==> src/rtl/bayer_2x2_binner_if.sv <==
// Sensor-side bundle for the 2x2 Bayer binner: raw pixel stream in, line buffer feed,
// half-resolution RGB stream out.
interface bayer_2x2_binner_if #(
   parameter int unsigned DEPTH = 12
);
   localparam int unsigned CoordW = 11;

   logic              frame_start;
   logic              pix_valid;
   logic [DEPTH-1:0]  pix_data;
   logic [DEPTH-1:0]  lb_tap0;
   logic              lb_shift;
   logic [DEPTH-1:0]  lb_data;
   logic              rgb_valid;
   logic [DEPTH-1:0]  red;
   logic [DEPTH-1:0]  green;
   logic [DEPTH-1:0]  blue;
   logic [CoordW-1:0] out_x;
   logic [CoordW-1:0] out_y;
   logic              frame_done;

   modport master (
      output frame_start, pix_valid, pix_data, lb_tap0,
      input  lb_shift, lb_data, rgb_valid, red, green, blue, out_x, out_y, frame_done
   );

   modport slave (
      input  frame_start, pix_valid, pix_data, lb_tap0,
      output lb_shift, lb_data, rgb_valid, red, green, blue, out_x, out_y, frame_done
   );
endinterface

==> src/rtl/bayer_2x2_binner.sv <==
// Bins each GRBG 2x2 quad into one RGB pixel at half resolution, using the line
// buffer's previous-row tap for the upper half of the quad.
module bayer_2x2_binner #(
   parameter int unsigned WIDTH  = 1280,
   parameter int unsigned HEIGHT = 960,
   parameter int unsigned DEPTH  = 12
) (
   input logic                clk,
   input logic                rst_n,
   bayer_2x2_binner_if.slave  bus
);
   localparam int unsigned CW     = (WIDTH  > 1) ? $clog2(WIDTH)  : 1;
   localparam int unsigned RW     = (HEIGHT > 1) ? $clog2(HEIGHT) : 1;
   localparam int unsigned CoordW = 11;

   logic [CW-1:0]     col_q, col_d, col_cur;
   logic [RW-1:0]     row_q, row_d, row_cur;
   logic [DEPTH-1:0]  hold_cur_q, hold_cur_d;
   logic [DEPTH-1:0]  hold_prev_q, hold_prev_d;
   logic              rgb_valid_q, rgb_valid_d;
   logic [DEPTH-1:0]  red_q, red_d;
   logic [DEPTH-1:0]  green_q, green_d;
   logic [DEPTH-1:0]  blue_q, blue_d;
   logic [CoordW-1:0] out_x_q, out_x_d;
   logic [CoordW-1:0] out_y_q, out_y_d;
   logic              frame_done_q, frame_done_d;
   logic [DEPTH:0]    g_sum;

   // Line buffer advances with every accepted pixel.
   assign bus.lb_shift = bus.pix_valid;
   assign bus.lb_data  = bus.pix_data;

   // frame_start retargets the current pixel to (0,0) before any wrap decision.
   assign col_cur = bus.frame_start ? '0 : col_q;
   assign row_cur = bus.frame_start ? '0 : row_q;
   assign g_sum   = {1'b0, hold_prev_q} + {1'b0, bus.pix_data};

   always_comb begin
      col_d        = col_q;
      row_d        = row_q;
      hold_cur_d   = hold_cur_q;
      hold_prev_d  = hold_prev_q;
      rgb_valid_d  = 1'b0;
      frame_done_d = 1'b0;
      red_d        = red_q;
      green_d      = green_q;
      blue_d       = blue_q;
      out_x_d      = out_x_q;
      out_y_d      = out_y_q;

      if (bus.pix_valid) begin
         if (col_cur == CW'(WIDTH - 1)) begin
            col_d = '0;
            row_d = (row_cur == RW'(HEIGHT - 1)) ? '0 : row_cur + RW'(1);
         end else begin
            col_d = col_cur + CW'(1);
            row_d = row_cur;
         end

         // Left column of the quad: G1/B now, R/G2 arrive with the odd column.
         if (!col_cur[0]) begin
            hold_cur_d  = bus.pix_data;
            hold_prev_d = bus.lb_tap0;
         end

         if (row_cur[0] && col_cur[0]) begin
            rgb_valid_d  = 1'b1;
            red_d        = bus.lb_tap0;
            blue_d       = hold_cur_q;
            green_d      = DEPTH'(g_sum >> 1);
            out_x_d      = CoordW'(col_cur >> 1);
            out_y_d      = CoordW'(row_cur >> 1);
            frame_done_d = (row_cur == RW'(HEIGHT - 1)) && (col_cur == CW'(WIDTH - 1));
         end
      end else if (bus.frame_start) begin
         col_d = '0;
         row_d = '0;
      end
   end

   always_ff @(posedge clk or negedge rst_n) begin
      if (!rst_n) begin
         col_q        <= '0;
         row_q        <= '0;
         hold_cur_q   <= '0;
         hold_prev_q  <= '0;
         rgb_valid_q  <= 1'b0;
         red_q        <= '0;
         green_q      <= '0;
         blue_q       <= '0;
         out_x_q      <= '0;
         out_y_q      <= '0;
         frame_done_q <= 1'b0;
      end else begin
         col_q        <= col_d;
         row_q        <= row_d;
         hold_cur_q   <= hold_cur_d;
         hold_prev_q  <= hold_prev_d;
         rgb_valid_q  <= rgb_valid_d;
         red_q        <= red_d;
         green_q      <= green_d;
         blue_q       <= blue_d;
         out_x_q      <= out_x_d;
         out_y_q      <= out_y_d;
         frame_done_q <= frame_done_d;
      end
   end

   assign bus.rgb_valid  = rgb_valid_q;
   assign bus.red        = red_q;
   assign bus.green      = green_q;
   assign bus.blue       = blue_q;
   assign bus.out_x      = out_x_q;
   assign bus.out_y      = out_y_q;
   assign bus.frame_done = frame_done_q;
endmodule

==> src/flat_wrapper.sv <==
// flat-port wrapper written by rule: the top's interface ports become plain ports
module bayer_2x2_binner_flat 
#(
   parameter int unsigned WIDTH  = 1280,
   parameter int unsigned HEIGHT = 960,
   parameter int unsigned DEPTH  = 12
)
  (clk, rst_n, bus_frame_start, bus_pix_valid, bus_pix_data, bus_lb_tap0, bus_lb_shift, bus_lb_data, bus_rgb_valid, bus_red, bus_green, bus_blue, bus_out_x, bus_out_y, bus_frame_done);
  bayer_2x2_binner_if #(.DEPTH(DEPTH)) bus_i ();
  input logic clk;
  input logic rst_n;
  input wire logic [$bits(bus_i.frame_start)-1:0] bus_frame_start;
  input wire logic [$bits(bus_i.pix_valid)-1:0] bus_pix_valid;
  input wire logic [$bits(bus_i.pix_data)-1:0] bus_pix_data;
  input wire logic [$bits(bus_i.lb_tap0)-1:0] bus_lb_tap0;
  output wire logic [$bits(bus_i.lb_shift)-1:0] bus_lb_shift;
  output wire logic [$bits(bus_i.lb_data)-1:0] bus_lb_data;
  output wire logic [$bits(bus_i.rgb_valid)-1:0] bus_rgb_valid;
  output wire logic [$bits(bus_i.red)-1:0] bus_red;
  output wire logic [$bits(bus_i.green)-1:0] bus_green;
  output wire logic [$bits(bus_i.blue)-1:0] bus_blue;
  output wire logic [$bits(bus_i.out_x)-1:0] bus_out_x;
  output wire logic [$bits(bus_i.out_y)-1:0] bus_out_y;
  output wire logic [$bits(bus_i.frame_done)-1:0] bus_frame_done;
  assign bus_i.frame_start = bus_frame_start;
  assign bus_i.pix_valid = bus_pix_valid;
  assign bus_i.pix_data = bus_pix_data;
  assign bus_i.lb_tap0 = bus_lb_tap0;
  assign bus_lb_shift = bus_i.lb_shift;
  assign bus_lb_data = bus_i.lb_data;
  assign bus_rgb_valid = bus_i.rgb_valid;
  assign bus_red = bus_i.red;
  assign bus_green = bus_i.green;
  assign bus_blue = bus_i.blue;
  assign bus_out_x = bus_i.out_x;
  assign bus_out_y = bus_i.out_y;
  assign bus_frame_done = bus_i.frame_done;
  bayer_2x2_binner #(.WIDTH(WIDTH), .HEIGHT(HEIGHT), .DEPTH(DEPTH)) u_core (.clk(clk), .rst_n(rst_n), .bus(bus_i));
endmodule
==> config.mk <==
export PLATFORM = sky130hd
export DESIGN_NAME = bayer_2x2_binner_flat
export DESIGN_NICKNAME = d
export VERILOG_FILES = /design/src/rtl/bayer_2x2_binner_if.sv /design/src/rtl/bayer_2x2_binner.sv /design/src/flat_wrapper.sv
export SDC_FILE = /design/constraint.sdc
export NUM_CORES = 1
export LEC_CHECK = 0
export BUFFER_PORTS_ARGS = -buffer_cell sky130_fd_sc_hd__buf_4
export CELL_PAD_IN_SITES_DETAIL_PLACEMENT = 1
export CELL_PAD_IN_SITES_GLOBAL_PLACEMENT = 1
export CORE_MARGIN = 2
export CORE_UTILIZATION = 45
export CTS_BUF_LIST = sky130_fd_sc_hd__clkbuf_4
export DETAILED_ROUTE_END_ITERATION = 7
export MAX_ROUTING_LAYER = met4
export PLACE_DENSITY_LB_ADDON = 0.1
export SLEW_MARGIN = 40
export SYNTH_ARGS = -nofsm -noshare
export SYNTH_HDL_FRONTEND = slang
export SYNTH_SLANG_ARGS = --single-unit
==> constraint.sdc <==
create_clock -name clk -period 5 [get_ports clk]
set_input_delay 1 -clock clk [delete_from_list [all_inputs] [get_ports clk]]
set_output_delay 1 -clock clk [all_outputs]
set_load 0.01 [all_outputs]
==> flow_summary.ini <==
[pwr]
p_comb_frac = 0.142
seqPwrFrac = 0.582
p_switching_uw = 393.3
switching_share = 0.2623
power_uw = 1500
leakage_uw = 0.002904
internal_power_uw = 1106
power.density_nw_per_um2 = 267.9
p_clk_frac = 0.276
peakVddDrop_mv = 0.1383

[detailed_routing]
dr.pass1.iters = 4
dr.first_iter.drc_count = 75
route.detailed.drc = 0
ant_nets = 0
routed_wl_um = 11040
via_per_inst = 5.154
vias = 3608
wl_per_cell_um = 15.78

[floorplan]
die_h_um = 106.7
rows = 37
core_area_um2 = 10280
dieArea_um2 = 11390
die_width_um = 106.7
io_pins = 101
start_util = 0.4621

[synth]
synth_top_cell_by_area = dfrtp_1
syn_area_per_cell_um2 = 9.813
syn_area_um2 = 4750
synth_top_area_frac = 0.5374
synthFlopType = dfrtp_1
ys_warn_count = 0
synth_common_cells = nand2_1, dfrtp_1, mux2_2
synthDistinctLibCells = 45
synth.top_cells.by_area = dfrtp_1, nand2_1, mux2_2, ha_1, buf_4
synth_enable_flop_cells = 0
ys_seq_area_frac = 0.5374
ys_ff_latch = 102
netlist_instances = 484
synth_most_common_cell = nand2_1
async_flop_share = 1.000

[run]
max-cap-violations = 0

[sta]
hold_violations = 0
tns_ps = 0
setup_viol = 0
finClkSkew_ps = 28.61
slew-limit-headroom = 0.5691
post-route-min-period_ps = 2966
whs_ps = 476.4
rsz0062_at_grt = no
max_freq_mhz = 337.2
drv_slew = 0
fin_crit_sh = 0.5931
tightest_slew_ps = 645.6

[cts]
cts_resized = 0
clk_pin_slew_ps = 150
tritoncts = done
root_buffer = clkbuf_4
cts_hold_buf = 0
post_cts_buffers = 0
clkSinkCount = 102
clk_latency_ps = 450
cts-htree-levels = 3
cts_buffer_depth = 2
cts-buffers-inserted = 9

[worst_setup_path]
slowest_delay_ps = 610
path_depth = 9
crit_arrival_ps = 3330
crit_family = simple AND/OR/NAND/NOR gates
crit_chain = buf_4 -> nand2b_1 -> inv_1 -> ha_1 -> and4_1 -> and4_1 -> nand3_1 -> or3_1 -> a21oi_1
cp.buffers_inverters = 2
crit_top_cell = and4_1
worstRegToRegCells = 7
worstPathRequired_ps = 5370
worstSetupPathType = primary input to register
cp-start-kind = primary input
critPathCaptureType = register
worst-path-max-fanout = 28
slowest_stage = and4_1

[finish]
num-fill-cells = 1236
num_antenna_cells = 0
finish.utilization = 0.5447
finalNonFillerCells = 700
finalNetCount = 602
syn_to_final_growth_pct = 17.86
drive_gt1_frac = 0.2571

[place]
place.gp.congestion = 0.8237
place_inst = 685
port-buffer-count = 97
dp_hpwl_um = 7932

[global_routing]
grt-ovfl-total = 0
grt_max_degree = 69
grt_antenna_before_repair = 0
grt_pass1_wl_um = 18020
grtUsageTotal = 0.2065
grt_pass1_vias = 3657

[run_status]
status = finished clean

[worst_hold_path]
worstHoldPathCells = 2
hp-class = register to register
[cells by family (layout without fill, tap and decap cells)]
group | count (synthesis) | after routing | share of synthesized area
flip-flops | 102 | 102 | 0.5374
AND/OR/NAND/NOR | 234 | 234 | 0.2200
AO/OA/AOI/OAI | 47 | 47 | 0.06033
other | 1 | 3 | 0.0007895
buffers and inverters | 43 | 121 | 0.05084
adder cells (fa/ha/maj) | 14 | 14 | 0.03846
multiplexers | 25 | 25 | 0.05901
XOR/XNOR | 18 | 18 | 0.03319
[flip-flops by register name, indices dropped and copies added (netlist names)]
name,count
u_core.bus.rgb_valid,1
u_core.bus.frame_done,1
u_core.bus.blue,12
u_core.bus.out_y,9
u_core.col_q,11
u_core.hold_prev_q,12
u_core.hold_cur_q,12
u_core.bus.red,12
u_core.bus.out_x,10
u_core.bus.green,12
u_core.row_q,10
[power by group through the flow]
stage          sequential, uW  combinational, uW  clock (uW)
2_1_floorplan             882                147           0
3_3_place_gp              887                208           0
3_5_place_dp              888                214           0
4_1_cts                   873                217         428
5_1_grt                   876                239         452
6_report                  873                213         414
[path summary, 6_finish.rpt]
path,slack (ps),from,to
worst max-delay path,2030,bus_frame_start,u_core.row_q[8]$_DFF_PN0_
worst min-delay path,480,u_core.hold_cur_q[6]$_DFFE_PN0P_,u_core.bus.blue[6]$_DFFE_PN0P_
worst max register to register,2440,u_core.col_q[1]$_DFF_PN0_,u_core.row_q[8]$_DFF_PN0_
worst min register to register,480,u_core.hold_cur_q[6]$_DFFE_PN0P_,u_core.bus.blue[6]$_DFFE_PN0P_
max in group asynchronous,3580,rst_n,u_core.hold_prev_q[11]$_DFFE_PN0P_
min in group asynchronous,500,rst_n,u_core.bus.blue[6]$_DFFE_PN0P_
[worst min-delay path, stage by stage, from the launching register on]
cell and delay [ps]:
dfrtp_1 370, nand2_1 50, nand2_1 50
[stage by stage]
step | setup WS, ps | instance area [um2]
floorplan | 2138 | 4757
global placement | 1807 | 5464
detailed placement | 1605 | 5470
CTS | 2081 | 5597
global route | 1871 | 5598
finish | 2034 | 5598
[cell usage in the layout (no fill, tap or decap), types with 3 or more instances in the layout]
cell / count
a21oi_1: 14
conb_1: 3
nand2_1: 149
nand4_1: 7
ha_1: 13
nand2b_1: 6
a21o_1: 5
xnor2_1: 10
clkbuf_4: 10
o21ai_0: 14
and3_1: 8
nand3_1: 16
and2_1: 3
xor2_1: 8
clkinv_2: 3
mux2_2: 24
inv_1: 5
nor2_1: 15
o21a_1: 3
nor2b_1: 7
nor3_1: 10
dfrtp_1: 102
buf_4: 99
[area by class of cell]
cell class                      instances  area [um2]  share of cell area
Clock inverter                          5       51.30            0.009164
Clock buffer                           10       75.07             0.01341
Tap cell                              136       170.2             0.03040
Inverter                                6       23.77            0.004247
Multi-Input combinational cell        341        1971              0.3520
Sequential cell                       102        2552              0.4560
Timing Repair Buffer                  100       754.5              0.1348
[routing by layer]
metal | vias to the layer above | global-route usage | part of all wire
met2 | 67 | 0.3221 | 0.47
met1 | 1789 | 0.2819 | 0.49
met5 | - | - | 0
met3 | 9 | 0.02736 | 0.034
li1 | 1743 | - | -
met4 | 0 | 0.06957 | 0.011
Note: power is estimated with default switching activity, not from simulation.
